**config.mk**
```make
export PLATFORM = sky130hd
export DESIGN_NAME = egress_pkt_arbiter_flat
export DESIGN_NICKNAME = d
export VERILOG_FILES = /design/src/rtl/egress_pkt_arbiter_if.sv /design/src/rtl/egress_pkt_arbiter.sv /design/src/flat_wrapper.sv
export SDC_FILE = /design/constraint.sdc
export NUM_CORES = 1
export LEC_CHECK = 0
export BUFFER_PORTS_ARGS = -buffer_cell sky130_fd_sc_hd__clkbuf_2
export CAP_MARGIN = 25
export CORE_ASPECT_RATIO = 1.1
export CORE_MARGIN = 1.5
export CORE_UTILIZATION = 44
export DETAILED_ROUTE_END_ITERATION = 8
export GPL_TIMING_DRIVEN = 0
export PLACE_DENSITY = 0.74
export SLEW_MARGIN = 10
export SYNTH_ARGS = -nofsm -noshare
export SYNTH_HDL_FRONTEND = slang
export SYNTH_SLANG_ARGS = --single-unit
```
**constraint.sdc**
```tcl
create_clock -name clk -period 1.8 [get_ports clk]
set_input_delay 0 -clock clk [delete_from_list [all_inputs] [get_ports clk]]
set_output_delay 0 -clock clk [all_outputs]
set_load 0.02 [all_outputs]
```
**src/rtl/egress_pkt_arbiter_if.sv**
```systemverilog
// ----------------------------------------------------------------------------
// egress_pkt_arbiter_if
// Handshake bundle between the input-port FIFOs, one output mux and its
// packet arbiter.
//   req        per-input request for this output (held for the whole packet)
//   src_valid  per-input FIFO has a beat available
//   src_last   per-input current FIFO beat ends the packet
//   out_ready  downstream link accepts a beat this cycle
//   grant      registered one-hot grant (zero when idle)
//   mux_sel    registered index of the granted input
//   active     registered output-locked flag
//   out_valid  combinational: active & src_valid[mux_sel]
//   pop        combinational one-hot beat-accept strobe to the granted FIFO
//   rr_ptr     registered round-robin start pointer
//   beat_cnt   registered beats transferred in the current packet
//   abort      registered one-cycle pulse on abnormal packet termination
//   wdog_trip  registered one-cycle stall-watchdog pulse (ARB_WATCHDOG_EN only)
// Modports: master = arbiter side, slave = FIFO/link side.
// ----------------------------------------------------------------------------
interface egress_pkt_arbiter_if #(
  parameter int NUM_PORTS = 4,
  parameter int MAX_BEATS = 16
);
  localparam int SEL_W = $clog2(NUM_PORTS);
  localparam int CNT_W = $clog2(MAX_BEATS) + 1;

  logic [NUM_PORTS-1:0] req;
  logic [NUM_PORTS-1:0] src_valid;
  logic [NUM_PORTS-1:0] src_last;
  logic                 out_ready;
  logic [NUM_PORTS-1:0] grant;
  logic [SEL_W-1:0]     mux_sel;
  logic                 active;
  logic                 out_valid;
  logic [NUM_PORTS-1:0] pop;
  logic [SEL_W-1:0]     rr_ptr;
  logic [CNT_W-1:0]     beat_cnt;
  logic                 abort;
`ifdef ARB_WATCHDOG_EN
  logic                 wdog_trip;

  modport master (
    input  req, src_valid, src_last, out_ready,
    output grant, mux_sel, active, out_valid, pop, rr_ptr, beat_cnt, abort,
           wdog_trip
  );
  modport slave (
    output req, src_valid, src_last, out_ready,
    input  grant, mux_sel, active, out_valid, pop, rr_ptr, beat_cnt, abort,
           wdog_trip
  );
`else
  modport master (
    input  req, src_valid, src_last, out_ready,
    output grant, mux_sel, active, out_valid, pop, rr_ptr, beat_cnt, abort
  );
  modport slave (
    output req, src_valid, src_last, out_ready,
    input  grant, mux_sel, active, out_valid, pop, rr_ptr, beat_cnt, abort
  );
`endif
endinterface

```
**src/rtl/egress_pkt_arbiter.sv**
```systemverilog
// ----------------------------------------------------------------------------
// egress_pkt_arbiter
// Per-output-port packet scheduler. Round-robin picks one requesting input,
// locks the output to it for a whole packet, and strobes pop to the granted
// FIFO on each accepted beat. A packet ends on src_last, on reaching
// MAX_BEATS beats (abort), on the granted request dropping (abort) or, when
// ARB_WATCHDOG_EN is defined, after WDOG_CYCLES consecutive stalled cycles
// (abort + wdog_trip).
// Ports:
//   clk  rising-edge clock
//   rst  synchronous active-high reset
//   arb  egress_pkt_arbiter_if.master (req/src_valid/src_last/out_ready in;
//        grant/mux_sel/active/out_valid/pop/rr_ptr/beat_cnt/abort out,
//        plus wdog_trip with ARB_WATCHDOG_EN)
// Optional feature macro: ARB_WATCHDOG_EN
// ----------------------------------------------------------------------------
module egress_pkt_arbiter #(
  parameter int NUM_PORTS   = 4,
  parameter int MAX_BEATS   = 16,
  parameter int WDOG_CYCLES = 64
) (
  input  logic                 clk,
  input  logic                 rst,
  egress_pkt_arbiter_if.master arb
);
  localparam int SEL_W = $clog2(NUM_PORTS);
  localparam int CNT_W = $clog2(MAX_BEATS) + 1;

  localparam logic [0:0] IDLE = 1'b0;
  localparam logic [0:0] BUSY = 1'b1;

  logic [0:0]       state;
  logic [SEL_W-1:0] pick;
  logic [CNT_W-1:0] cnt_inc;
  logic             beat;
  logic             last_beat;
  logic             cap_hit;
  logic             req_drop;
  logic             wdog_hit;
  logic             rel_abort;
  logic             release_c;

  // First requesting port scanning start, start+1, ... (index wraps at SEL_W
  // bits since NUM_PORTS is a power of two). Scanning downwards lets the
  // nearest offset win.
  function automatic logic [SEL_W-1:0] rr_pick(input logic [NUM_PORTS-1:0] r,
                                                input logic [SEL_W-1:0]     start);
    logic [SEL_W-1:0] idx;
    rr_pick = start;
    for (int i = NUM_PORTS - 1; i >= 0; i--) begin
      idx = start + SEL_W'(i);
      if (r[idx]) rr_pick = idx;
    end
  endfunction

  function automatic logic [NUM_PORTS-1:0] onehot(input logic [SEL_W-1:0] idx);
    onehot      = '0;
    onehot[idx] = 1'b1;
  endfunction

  // ---- decode: beat acceptance and release conditions ----
  assign pick      = rr_pick(arb.req, arb.rr_ptr);
  assign cnt_inc   = arb.beat_cnt + CNT_W'(1);
  assign beat      = (state == BUSY) && arb.out_ready &&
                     arb.src_valid[arb.mux_sel] && arb.req[arb.mux_sel];
  assign last_beat = beat && arb.src_last[arb.mux_sel];
  assign cap_hit   = beat && !arb.src_last[arb.mux_sel] &&
                     (cnt_inc == CNT_W'(MAX_BEATS));
  assign req_drop  = (state == BUSY) && !arb.req[arb.mux_sel];
  assign rel_abort = cap_hit || req_drop || wdog_hit;
  assign release_c = last_beat || rel_abort;

  // Reset cycle must never pop, even if a beat would otherwise qualify.
  assign arb.pop       = (beat && !rst) ? onehot(arb.mux_sel) : '0;
  assign arb.out_valid = arb.active && arb.src_valid[arb.mux_sel];

  // ---- register: grant lock, pointer, beat count ----
  always_ff @(posedge clk) begin
    if (rst) begin
      state        <= IDLE;
      arb.grant    <= '0;
      arb.mux_sel  <= '0;
      arb.active   <= 1'b0;
      arb.rr_ptr   <= '0;
      arb.beat_cnt <= '0;
      arb.abort    <= 1'b0;
    end else begin
      arb.abort <= 1'b0;
      case (state)
        IDLE: begin
          if (|arb.req) begin
            state        <= BUSY;
            arb.grant    <= onehot(pick);
            arb.mux_sel  <= pick;
            arb.active   <= 1'b1;
            arb.beat_cnt <= '0;
          end
        end
        BUSY: begin
          if (release_c) begin
            state        <= IDLE;
            arb.grant    <= '0;
            arb.active   <= 1'b0;
            arb.rr_ptr   <= arb.mux_sel + SEL_W'(1);
            arb.beat_cnt <= '0;
            arb.abort    <= rel_abort;
          end else if (beat) begin
            arb.beat_cnt <= cnt_inc;
          end
        end
        default: state <= IDLE;
      endcase
    end
  end

`ifdef ARB_WATCHDOG_EN
  // ---- stall watchdog: consecutive BUSY cycles without a beat ----
  localparam int WDOG_W = $clog2(WDOG_CYCLES + 1);

  logic [WDOG_W-1:0] stall_cnt;

  // Fires on the WDOG_CYCLES-th stalled cycle so the release lands after
  // exactly that many stalls.
  assign wdog_hit = (state == BUSY) && !beat &&
                    (stall_cnt == WDOG_W'(WDOG_CYCLES - 1));

  always_ff @(posedge clk) begin
    if (rst) begin
      stall_cnt     <= '0;
      arb.wdog_trip <= 1'b0;
    end else begin
      arb.wdog_trip <= wdog_hit;
      if ((state != BUSY) || beat || release_c) stall_cnt <= '0;
      else                                      stall_cnt <= stall_cnt + WDOG_W'(1);
    end
  end
`else
  assign wdog_hit = 1'b0;
`endif

endmodule

```
**src/flat_wrapper.sv**
```systemverilog
// flat-port wrapper written by rule: the top's interface ports become plain ports
module egress_pkt_arbiter_flat 
#(
  parameter int NUM_PORTS   = 4,
  parameter int MAX_BEATS   = 16,
  parameter int WDOG_CYCLES = 64
)
  (clk, rst, arb_req, arb_src_valid, arb_src_last, arb_out_ready, arb_grant, arb_mux_sel, arb_active, arb_out_valid, arb_pop, arb_rr_ptr, arb_beat_cnt, arb_abort);
  egress_pkt_arbiter_if #(.NUM_PORTS(NUM_PORTS), .MAX_BEATS(MAX_BEATS)) arb_i ();
  input  logic clk;
  input  logic rst;
  input wire logic [$bits(arb_i.req)-1:0] arb_req;
  input wire logic [$bits(arb_i.src_valid)-1:0] arb_src_valid;
  input wire logic [$bits(arb_i.src_last)-1:0] arb_src_last;
  input wire logic [$bits(arb_i.out_ready)-1:0] arb_out_ready;
  output wire logic [$bits(arb_i.grant)-1:0] arb_grant;
  output wire logic [$bits(arb_i.mux_sel)-1:0] arb_mux_sel;
  output wire logic [$bits(arb_i.active)-1:0] arb_active;
  output wire logic [$bits(arb_i.out_valid)-1:0] arb_out_valid;
  output wire logic [$bits(arb_i.pop)-1:0] arb_pop;
  output wire logic [$bits(arb_i.rr_ptr)-1:0] arb_rr_ptr;
  output wire logic [$bits(arb_i.beat_cnt)-1:0] arb_beat_cnt;
  output wire logic [$bits(arb_i.abort)-1:0] arb_abort;
  assign arb_i.req = arb_req;
  assign arb_i.src_valid = arb_src_valid;
  assign arb_i.src_last = arb_src_last;
  assign arb_i.out_ready = arb_out_ready;
  assign arb_grant = arb_i.grant;
  assign arb_mux_sel = arb_i.mux_sel;
  assign arb_active = arb_i.active;
  assign arb_out_valid = arb_i.out_valid;
  assign arb_pop = arb_i.pop;
  assign arb_rr_ptr = arb_i.rr_ptr;
  assign arb_beat_cnt = arb_i.beat_cnt;
  assign arb_abort = arb_i.abort;
  egress_pkt_arbiter #(.NUM_PORTS(NUM_PORTS), .MAX_BEATS(MAX_BEATS), .WDOG_CYCLES(WDOG_CYCLES)) u_core (.clk(clk), .rst(rst), .arb(arb_i));
endmodule
```
==> results.ini, run 1 <==
[run_status]
outcome=finished with violations
violations=setup timing

[timing]
tightestPinTransition_ps=479
report.final.slew_viol_count=0
fin_skew_ps=6.50
fin_crit_ps=1920
slew_headroom_pct=68.1
setup_violations=15
max_freq_mhz=521
fin_worst_hold_slack_ps=146
rsz0062_at_grt=true
period_share_pct=107
finalHoldViolations=0
tns_ps=-964
fin_ws_ps=-121

[clock_tree]
htree_num_levels=1
clk_pin_slew_ps=100
cts_tree=done
root_buffer=clkbuf_4
cts_buffers=3
cts_buffer_depth=2
clk_latency_ps=290
clock_sinks=16

[setup_path]
worstPathCellList=mux4_2, and2_4, a221oi_4, buf_4, nor2_2, a32o_1
crit_path_top_delay_cell=mux4_2
cp-start-kind=flop
reg2reg_slack_ps=-120
cp.arrival_ps=2100
crit_fanout=6
required_ps=1980
cp-end-kind=flop
critical_path_class=reg -> reg
slowest_delay_ps=590

[global_route]
antenna_found_initial=0
grt-ovfl-total=0
grt_pass1_vias=936
grt_usage_pct=20.3
grt_max_degree=11
grt_pass1_wl_microns=4000

[layout]
postLayoutCellArea_sq_um=1420
final_core_util_pct=64.2
antennaDiodeCount=0
fillers=197
fin_nets=189
drive_gt1_share_pct=44.9
syn_to_final_growth_pct=40.0

[run]
cap_violations=0

[routing]
num_vias=1093
drt_pass1_iterations=4
drt_iter0_markers=25
wire_per_inst_microns=13.5
wirelength_microns=2660
detail-route-antenna-nets=0
vias_per_cell=5.55
drc=0

[power]
vdd_drop_max_mv=0.547
p_leak_uw=0.000599
power.density_nw_per_um2=650

[logic_synthesis]
synth_cell_type_count=36
netlist_area_sq_um=1010
ys_ff_latch=16
synthCells=121
syn_avg_cell_area_sq_um=8.37
synth_fp_nets=142
ys_warn_count=0
ys_seq_area_share_pct=31.6

[floorplanning]
core_area_sq_um=2210
num_rows=18
die_area_sq_um=2600
die_h_microns=53.3
boundaryPins=35
die_w_microns=48.7
start_util_pct=45.9

[placed_design]
post_dp_cell_area_sq_um=1230
dp_slack_ps=-261
dp_hpwl_microns=1890
place_congestion=0.802
io_buffers=34

[min_path]
hold_path.class=in -> reg

==> cell usage after synthesis (all sizes together) <==
library cell | n | area share [%]
o31a | 1 | 0.99
inv | 5 | 1.9
o211ai | 1 | 0.74
o21a | 2 | 1.5
nor2b | 4 | 2.5
a21o | 1 | 0.74
nand4 | 1 | 0.62
o21ai | 3 | 1.5
o221a | 1 | 1.1
nand3b | 1 | 0.74
a21oi | 9 | 4.4
o221ai | 1 | 0.87
nand3 | 6 | 3.0
buf | 1 | 1.1
and2 | 6 | 4.0
mux2i | 1 | 0.99
and4b | 1 | 0.99
nor2 | 18 | 6.9
or2 | 1 | 0.62
a31oi | 2 | 1.2
o22ai | 2 | 1.2
ha | 6 | 7.4
a221oi | 1 | 2.6
nand2 | 15 | 5.6
nor3 | 4 | 2.0
a211oi | 1 | 0.74
mux4 | 3 | 7.0
a32o | 2 | 2.0
o41ai | 1 | 0.87
clkbuf | 1 | 0.37
or4 | 2 | 1.5
dfxtp | 16 | 32
a22oi | 1 | 0.74
==> area by class of cell <==
class,instances,area [sq um],area share [%]
buffer,1,3.75,0.265
clock buffer,4,36.3,2.56
tap,30,37.5,2.65
timing repair buffer,43,263,18.5
multi-input combinational,98,731,51.5
sequential,16,328,23.1
inverter,5,18.8,1.32
==> sequential cells by signal, indices dropped and copies added (netlist names) <==
name and cells:
u_core.arb.rr_ptr 2, u_core.arb.beat_cnt 5, u_core.arb.grant 4, u_core.arb.active 1
u_core.arb.abort 1, u_core.state 1, u_core.arb.mux_sel 2
==> logic make-up (layout without fill, tap and decap cells) <==
kind of cell             after synthesis  after routing  synth area share (%)
buffers and inverters                  7             53                  3.34
adder cells (fa/ha/maj)                6              6                  7.42
multiplexers                           4              4                  8.03
AND/OR/NAND/NOR                       59             59                  28.3
flip-flops                            16             16                  31.6
AO/OA/AOI/OAI                         29             29                  21.3
==> critical path, delay by kind of cell, from the launching register on <==
family / cells / cell delay [ps]
AOI/OAI and AO/OA: 2 / 440
buffers and inverters: 1 / 170
DFF: 1 / 390
and+or+nand+nor: 2 / 230
muxes: 1 / 590
==> power breakdown <==
part           leakage (uW)  internal (uW)  total (uW)  switching [uW]
combinational      0.000446            124         281             157
sequential         0.000133            375         399            24.0
clock             0.0000210            123         241             118
==> routing by layer <==
layer  up-vias  share of wire, %  track usage, %
met2        39                53            38.1
met4         0               1.1            9.52
li1        531                 -               -
met1       519                41            22.9
met5         -                 0               0
met3         4               4.4            2.82
==> layout by cell type, fill, tap and decap left out, types with 3 or more instances in the layout <==
master    Yosys  final
a21oi_1       9      8
and2_4        1      4
buf_4         0      7
buf_6         1      4
clkbuf_2      0     30
clkbuf_4      0      3
dfxtp_1      16     12
dfxtp_2       0      3
ha_1          6      5
inv_1         5      4
mux4_2        2      3
nand2_1      15     14
nand3_1       6      6
nor2_1       17     15
nor2b_1       4      4
==> through the flow <==
| step | total power (uW) | instances |
|---|---|---|
| after global routing | 969 | 197 |
| after global placement | 630 | 185 |
| final | 921 | 197 |
| after CTS | 900 | 195 |
| after detailed placement | 636 | 185 |
| after floorplan | 564 | 121 |
==> timing repair <==
item	4_1_cts	5_1_grt
endpoints found under the hold margin	1	0
setup buffers	6	3
pin swaps	7	9
endpoints found under the setup margin	17	17
hold buffers	1	0
resized for setup	3	30
==> final timing paths <==
check / end / from / cells past startpoint
max: u_core.arb.grant[0] / u_core.arb.mux_sel[0] / 6
min reg2reg: u_core.arb.grant[2] / u_core.arb.grant[2] / 2
min: u_core.arb.abort / arb_out_ready / 4
max reg2reg: u_core.arb.grant[0] / u_core.arb.mux_sel[0] / 6
Power figures use the tool's default switching activity.
==> run 2, diff against run 1 <==
--- a/config.mk
+++ b/config.mk
@@ -5,14 +5,14 @@
 export SDC_FILE = /design/constraint.sdc
 export NUM_CORES = 1
 export LEC_CHECK = 0
-export BUFFER_PORTS_ARGS = -buffer_cell sky130_fd_sc_hd__clkbuf_2
 export CAP_MARGIN = 25
 export CORE_ASPECT_RATIO = 1.1
 export CORE_MARGIN = 1.5
-export CORE_UTILIZATION = 44
+export CORE_UTILIZATION = 47
 export DETAILED_ROUTE_END_ITERATION = 8
+export DONT_BUFFER_PORTS = 1
 export GPL_TIMING_DRIVEN = 0
-export PLACE_DENSITY = 0.74
+export HOLD_SLACK_MARGIN = 0.02
 export SLEW_MARGIN = 10
 export SYNTH_ARGS = -nofsm -noshare
 export SYNTH_HDL_FRONTEND = slang
==> constraint.sdc (replaced) <==
create_clock -name clk -period 1.8 [get_ports clk]
set_input_delay 0.09 -clock clk [delete_from_list [all_inputs] [get_ports clk]]
set_output_delay 0.09 -clock clk [all_outputs]
set_load 0.02 [all_outputs]
==> run 2 against run 1 <==
Against the previous run:
- first-iteration DRC count decreased by 44%
- register-to-register slack got worse by 150 ps
- clock power increased by 2%
- sequential share of layout area increased by 3.5 points
- combinational power decreased by 22%
- global-route usage increased by 1.3 points
- highest routed layer unchanged
- wire length decreased by 7.8%
- critical path type unchanged
- the flow still finishes with violations (setup timing)
- maximum frequency decreased by 7.1%
==> results.ini, run 2 (synthesized netlist as in run 1, its figures left out) <==
[routing]
wire_per_inst_microns=15.0  ; +11%
drc=0  ; unchanged
wirelength_microns=2450  ; -7.8%
detail-route-antenna-nets=0  ; unchanged
vias_per_cell=5.89  ; +6.2%
drt_pass1_iterations=5  ; +1
num_vias=960  ; -12%
drt_iter0_markers=14  ; -44%

[timing]
fin_skew_ps=8.42  ; +1.93 ps
period_share_pct=115  ; +8.2 points
max_freq_mhz=484  ; -7.1%
setup_violations=17  ; +2
fin_crit_ps=2070  ; +147 ps
tightestPinTransition_ps=498  ; +18.9 ps
slew_headroom_pct=66.8  ; -1.3 points
fin_worst_hold_slack_ps=40.0  ; -106 ps
finalHoldViolations=0  ; unchanged
fin_ws_ps=-268  ; -147 ps
report.final.slew_viol_count=0  ; unchanged
rsz0062_at_grt=true

[clock_tree]
cts_tree=done
root_buffer=clkbuf_4
cts_buffers=3  ; unchanged
clk_latency_ps=300  ; about the same
clk_pin_slew_ps=100  ; about the same
htree_num_levels=1  ; unchanged
cts_buffer_depth=2  ; unchanged
clock_sinks=16  ; unchanged

[setup_path]
cp-startpoint=u_core.arb.mux_sel[0]
reg2reg_from=u_core.arb.mux_sel[0]
cp.arrival_ps=2250  ; +150 ps
required_ps=1980  ; about the same
crit_fanout=6  ; unchanged
critical_path_class=reg -> reg
cp-end-kind=flop
cp-start-kind=flop

[layout]
postLayoutCellArea_sq_um=1230  ; -13%
instances_no_fill=163  ; -17%
final_cell_mix=nor2_1, nand2_1, dfxtp_1, a21oi_1, buf_4
top_regs=u_core.arb.beat_cnt x5, u_core.arb.grant x4
drive_gt1_share_pct=30.4  ; -15 points
fin_nets=157  ; -17%
syn_to_final_growth_pct=21.6
final_common_cell=nor2_1
largest_reg_flops=5  ; unchanged
antennaDiodeCount=0  ; unchanged
final_core_util_pct=60.9  ; -3.3 points
top_register=u_core.arb.beat_cnt
fillers=176  ; -11%

[global_route]
top_usage_layer=met2
grt_pass1_wl_microns=3800  ; -5.0%
grt_max_degree=11  ; unchanged
met2_usage_pct=34.9  ; -3.2 points
groute.layer.met1.usage_pct=26.9  ; +4.0 points
grt-ovfl-total=0  ; unchanged
grt_pass1_vias=846  ; -9.6%
antenna_found_initial=0  ; unchanged
met3_usage_pct=6.25  ; +3.4 points
grt_usage_pct=21.5  ; +1.3 points

[power]
p_seq_share_pct=47.7  ; +4.4 points
power_uw=889  ; -3.5%
p_leak_uw=0.000455  ; -24%
power_switching_uw=287  ; -4.1%
vdd_drop_max_mv=0.433  ; -21%
netSwitchingFraction_pct=32.2  ; -0.23 points
combPwrFrac_pct=24.5  ; -6.0 points
internal-power_uw=602  ; -3.1%
clockPowerShare_pct=27.8  ; +1.7 points
power.density_nw_per_um2=722  ; +11%

[floorplanning]
die_w_microns=47.2  ; -3.0%
core_area_sq_um=2020  ; -8.4%
start_util_pct=50.1  ; +4.2 points
die_h_microns=51.7  ; -3.1%
num_rows=17  ; -1
boundaryPins=35  ; unchanged
die_area_sq_um=2440  ; -6.0%

[run_status]
violations=setup timing
outcome=finished with violations

[placed_design]
post-place-cells=149  ; -19%
io_buffers=0  ; -100%
dp_hpwl_microns=1680  ; -11%
place_congestion=0.839  ; +4.7%
post_dp_cell_area_sq_um=1050  ; -14%

[min_path]
hold_path.class=in -> reg
min_from=rst

[run]
cap_violations=0  ; unchanged

-- run 2: final cells by class --
class,instances,area [sq um],share of cell area [%]
Tap cell,28,35.0,2.85
Inverter,5,18.8,1.52
Multi-Input combinational cell,98,713,57.9
Buffer,2,15.0,1.22
Timing Repair Buffer,10,85.1,6.91
Sequential cell,16,328,26.6
Clock buffer,4,36.3,2.95
-- run 2: final timing paths --
path,end,cells after the start,slack [ps]
setup / recovery,u_core.arb.rr_ptr[1],6,-270
hold / removal,u_core.arb.grant[2],3,40
setup reg to reg,u_core.arb.rr_ptr[1],6,-270
hold reg to reg,u_core.arb.grant[3],2,570
-- run 2: power by group through the flow --
| stage | logic, uW | registers, uW | clock network, uW |
|---|---|---|---|
| after floorplan | 140 | 424 | 0 |
| after global placement | 165 | 431 | 0 |
| after detailed placement | 167 | 432 | 0 |
| after CTS | 207 | 425 | 249 |
| after global routing | 235 | 429 | 262 |
| final | 218 | 424 | 247 |
-- run 2: through the flow --
step | worst slack, ps | setup TNS (ps)
final | -268 | -3310
after global routing | -357 | -4670
after CTS | -280 | -3370
after detailed placement | -333 | -3580
after global placement | -314 | -3200
after floorplan | -181 | -1050
-- run 2: critical path: stages, from the launching register on --
cell      delay (ps)
dfxtp_4          420
buf_6            120
mux4_2           550
and2_4           180
a221oi_4         380
mux2i_1          250
nor2_1            50
-- run 2: timing repair --
item                                    4_1_cts  5_1_grt
resized for setup                            16        9
endpoints found under the setup margin       18       20
gates cloned                                  0        0
pin swaps                                    11        6
hold buffers                                  1        0
hold endpoints to repair                      2        0
buffers inserted                              9        0
-- run 2: routing by layer --
metal | part of all wire, % | vias to the layer above | wire length, microns
met2 | 48 | 37 | 1170
li1 | - | 467 | -
met3 | 6.9 | 3 | 168
met5 | 0 | - | 0
met1 | 44 | 453 | 1090
met4 | 1.1 | 0 | 27
==> run 3, diff against run 2 <==
--- a/config.mk
+++ b/config.mk
@@ -6,13 +6,16 @@
 export NUM_CORES = 1
 export LEC_CHECK = 0
 export CAP_MARGIN = 25
+export CELL_PAD_IN_SITES_DETAIL_PLACEMENT = 0
+export CELL_PAD_IN_SITES_GLOBAL_PLACEMENT = 1
 export CORE_ASPECT_RATIO = 1.1
 export CORE_MARGIN = 1.5
-export CORE_UTILIZATION = 47
+export CORE_UTILIZATION = 39
 export DETAILED_ROUTE_END_ITERATION = 8
 export DONT_BUFFER_PORTS = 1
 export GPL_TIMING_DRIVEN = 0
 export HOLD_SLACK_MARGIN = 0.02
+export PLACE_DENSITY = 0.68
 export SLEW_MARGIN = 10
 export SYNTH_ARGS = -nofsm -noshare
 export SYNTH_HDL_FRONTEND = slang
==> run 3 against run 2 <==
Against the previous run:
- the flow still finishes with violations (setup timing)
- setup slack better by 17 ps
- wire length is 3.2% higher
- clock skew is 7.2 ps lower
- clock-buffer cell count stayed put
- sequential cell count stayed put
- cell area is 3.4% higher
- register-to-register slack better by 20 ps
- non-clock buffer count is 2 higher
- sequential share of layout area is 0.86 points lower
- sequential power hardly changed
==> results.ini, run 3 (synthesized netlist as in run 1, its figures left out) <==
[run]
cap_violations=0  ; unchanged

[timing]
rsz0062_at_grt=true
slew_headroom_pct=69.2  ; +2.4 points
finalHoldViolations=0  ; unchanged
fin_ws_ps=-251  ; +17.2 ps
period_share_pct=114  ; -0.96 points
report.final.slew_viol_count=0  ; unchanged
tightestPinTransition_ps=457  ; -41.0 ps
max_freq_mhz=488  ; +0.84%
setup_violations=17  ; unchanged
fin_skew_ps=1.20  ; -7.22 ps
fin_worst_hold_slack_ps=45.2  ; +5.23 ps
fin_crit_ps=2050  ; -17.2 ps

[placed_design]
io_buffers=0  ; unchanged
post-place-cells=152  ; +2.0%
place_congestion=0.710  ; -15%
dp_hpwl_microns=1840  ; +9.2%

[clock_tree]
clk_latency_ps=290  ; about the same
root_buffer=clkbuf_4
clock_sinks=16  ; unchanged
clk_pin_slew_ps=100  ; about the same
cts_buffers=3  ; unchanged
cts_tree=done
cts_buffer_depth=2  ; unchanged
htree_num_levels=1  ; unchanged

[global_route]
grt-ovfl-total=0  ; unchanged
grt_usage_pct=18.6  ; -2.9 points
antenna_found_initial=0  ; unchanged
grt_pass1_wl_microns=4130  ; +8.7%
grt_max_degree=11  ; unchanged
grt_pass1_vias=904  ; +6.9%

[floorplanning]
core_area_sq_um=2470  ; +22%
num_rows=19  ; +2
die_area_sq_um=2910  ; +19%
die_h_microns=56.4  ; +9.2%
boundaryPins=35  ; unchanged
start_util_pct=40.9  ; -9.2 points
die_w_microns=51.6  ; +9.2%

[routing]
vias_per_cell=5.62  ; -4.6%
wire_per_inst_microns=15.1  ; +0.15%
num_vias=944  ; -1.7%
drt_pass1_iterations=4  ; -1
detail-route-antenna-nets=0  ; unchanged
wirelength_microns=2530  ; +3.2%
drc=0  ; unchanged
drt_iter0_markers=28  ; +14

[layout]
instances_no_fill=168  ; +3.1%
top_regs=u_core.arb.beat_cnt x5, u_core.arb.grant x4
fin_nets=159  ; +1.3%
top_register=u_core.arb.beat_cnt
syn_to_final_growth_pct=25.7
drive_gt1_share_pct=32.8  ; +2.5 points
largest_reg_flops=5  ; unchanged
final_common_cell=nor2_1
final_cell_mix=nor2_1, nand2_1, dfxtp_1, a21oi_1, buf_4
antennaDiodeCount=0  ; unchanged

[min_path]
min_from=rst
hold_path.class=in -> reg
hold_end=u_core.arb.grant[0]
holdPathStages=2  ; -1

[setup_path]
slowest_delay_ps=550  ; about the same
r2r_end=u_core.arb.rr_ptr[1]
r2r.worst_path.cells=7  ; +1
crit_top_cell=buf_6
cp-end-kind=flop
critical_path_class=reg -> reg
cp_top_family=multiplexers
cp_num_buf_inv=3  ; +2
reg2reg_from=u_core.arb.mux_sel[0]
required_ps=1970  ; about the same
crit_path_top_delay_cell=mux4_2
cp-start-kind=flop
cp.arrival_ps=2220  ; -30 ps
crit_fanout=6  ; unchanged
reg2reg_slack_ps=-250  ; +20 ps
worstPathCellList=buf_6, mux4_2, buf_6, a221oi_4, buf_6, mux2i_1, nor2_1

[power]
p_leak_uw=0.000473  ; +3.8%
power.density_nw_per_um2=715  ; -1.0%
vdd_drop_max_mv=0.387  ; -11%

[run_status]
outcome=finished with violations
violations=setup timing

[run 3: worst max path at each step]
stage	startpoint	end	slack [ps]	cells after the start
final	u_core.arb.mux_sel[0]	u_core.arb.rr_ptr[1]	-250	7
after global routing	u_core.arb.mux_sel[0]	u_core.arb.rr_ptr[1]	-340	7
after detailed placement	u_core.arb.mux_sel[0]	u_core.arb.grant[1]	-350	6
after floorplan	u_core.arb.mux_sel[0]	u_core.arb.grant[0]	-180	6
after global placement	u_core.arb.mux_sel[0]	u_core.arb.grant[0]	-340	6
after CTS	u_core.arb.mux_sel[0]	u_core.arb.grant[1]	-280	6
[run 3: power by group]
group          switching [uW]  internal [uW]  leakage [uW]  total, uW
registers                50.9            375      0.000133        426
clock network             120            123     0.0000210        243
logic                     120            121      0.000319        241
total                     290            619      0.000473        909
[run 3: repair_timing]
| item | in CTS | in global routing |
|---|---|---|
| pin swaps | 12 | 11 |
| hold buffers | 1 | 0 |
| endpoints found under the setup margin | 18 | 19 |
| resized for setup | 17 | 14 |
| hold endpoints to repair | 4 | 0 |
| setup buffers | 9 | 2 |
[run 3: routing by layer]
layer | share of wire [%] | wire, microns | vias up | track usage (%)
met5 | 0 | 0 | - | 0
met4 | 0.91 | 23 | 0 | 6.77
met3 | 5.1 | 129 | 4 | 4.79
met2 | 50 | 1260 | 19 | 30.4
met1 | 44 | 1120 | 448 | 23.4
li1 | - | - | 473 | -
[run 3: per-stage QoR]
stage               instance area (sq um)  worst slack [ps]  util, %  TNS (ps)  power (uW)
global placement                     1060              -338     42.8     -3480         597
floorplan                            1020              -181        -     -1050         564
detailed placement                   1060              -354     42.8     -3690         599
finish                               1270              -251     51.5     -3230         909
global route                         1270              -344     51.5     -4730         960
CTS                                  1210              -281     48.9     -3220         888
[run 3: area by class of cell]
| class | instances | area, sq um |
|---|---|---|
| fillers | 251 | 1200 |
| multi-input cells | 98 | 732 |
| flip-flops and latches | 16 | 328 |
| repair buffers | 12 | 104 |
| well taps | 31 | 38.8 |
| clock buffers | 4 | 36.3 |
| inverters | 5 | 18.8 |
| plain buffers | 2 | 15.0 |
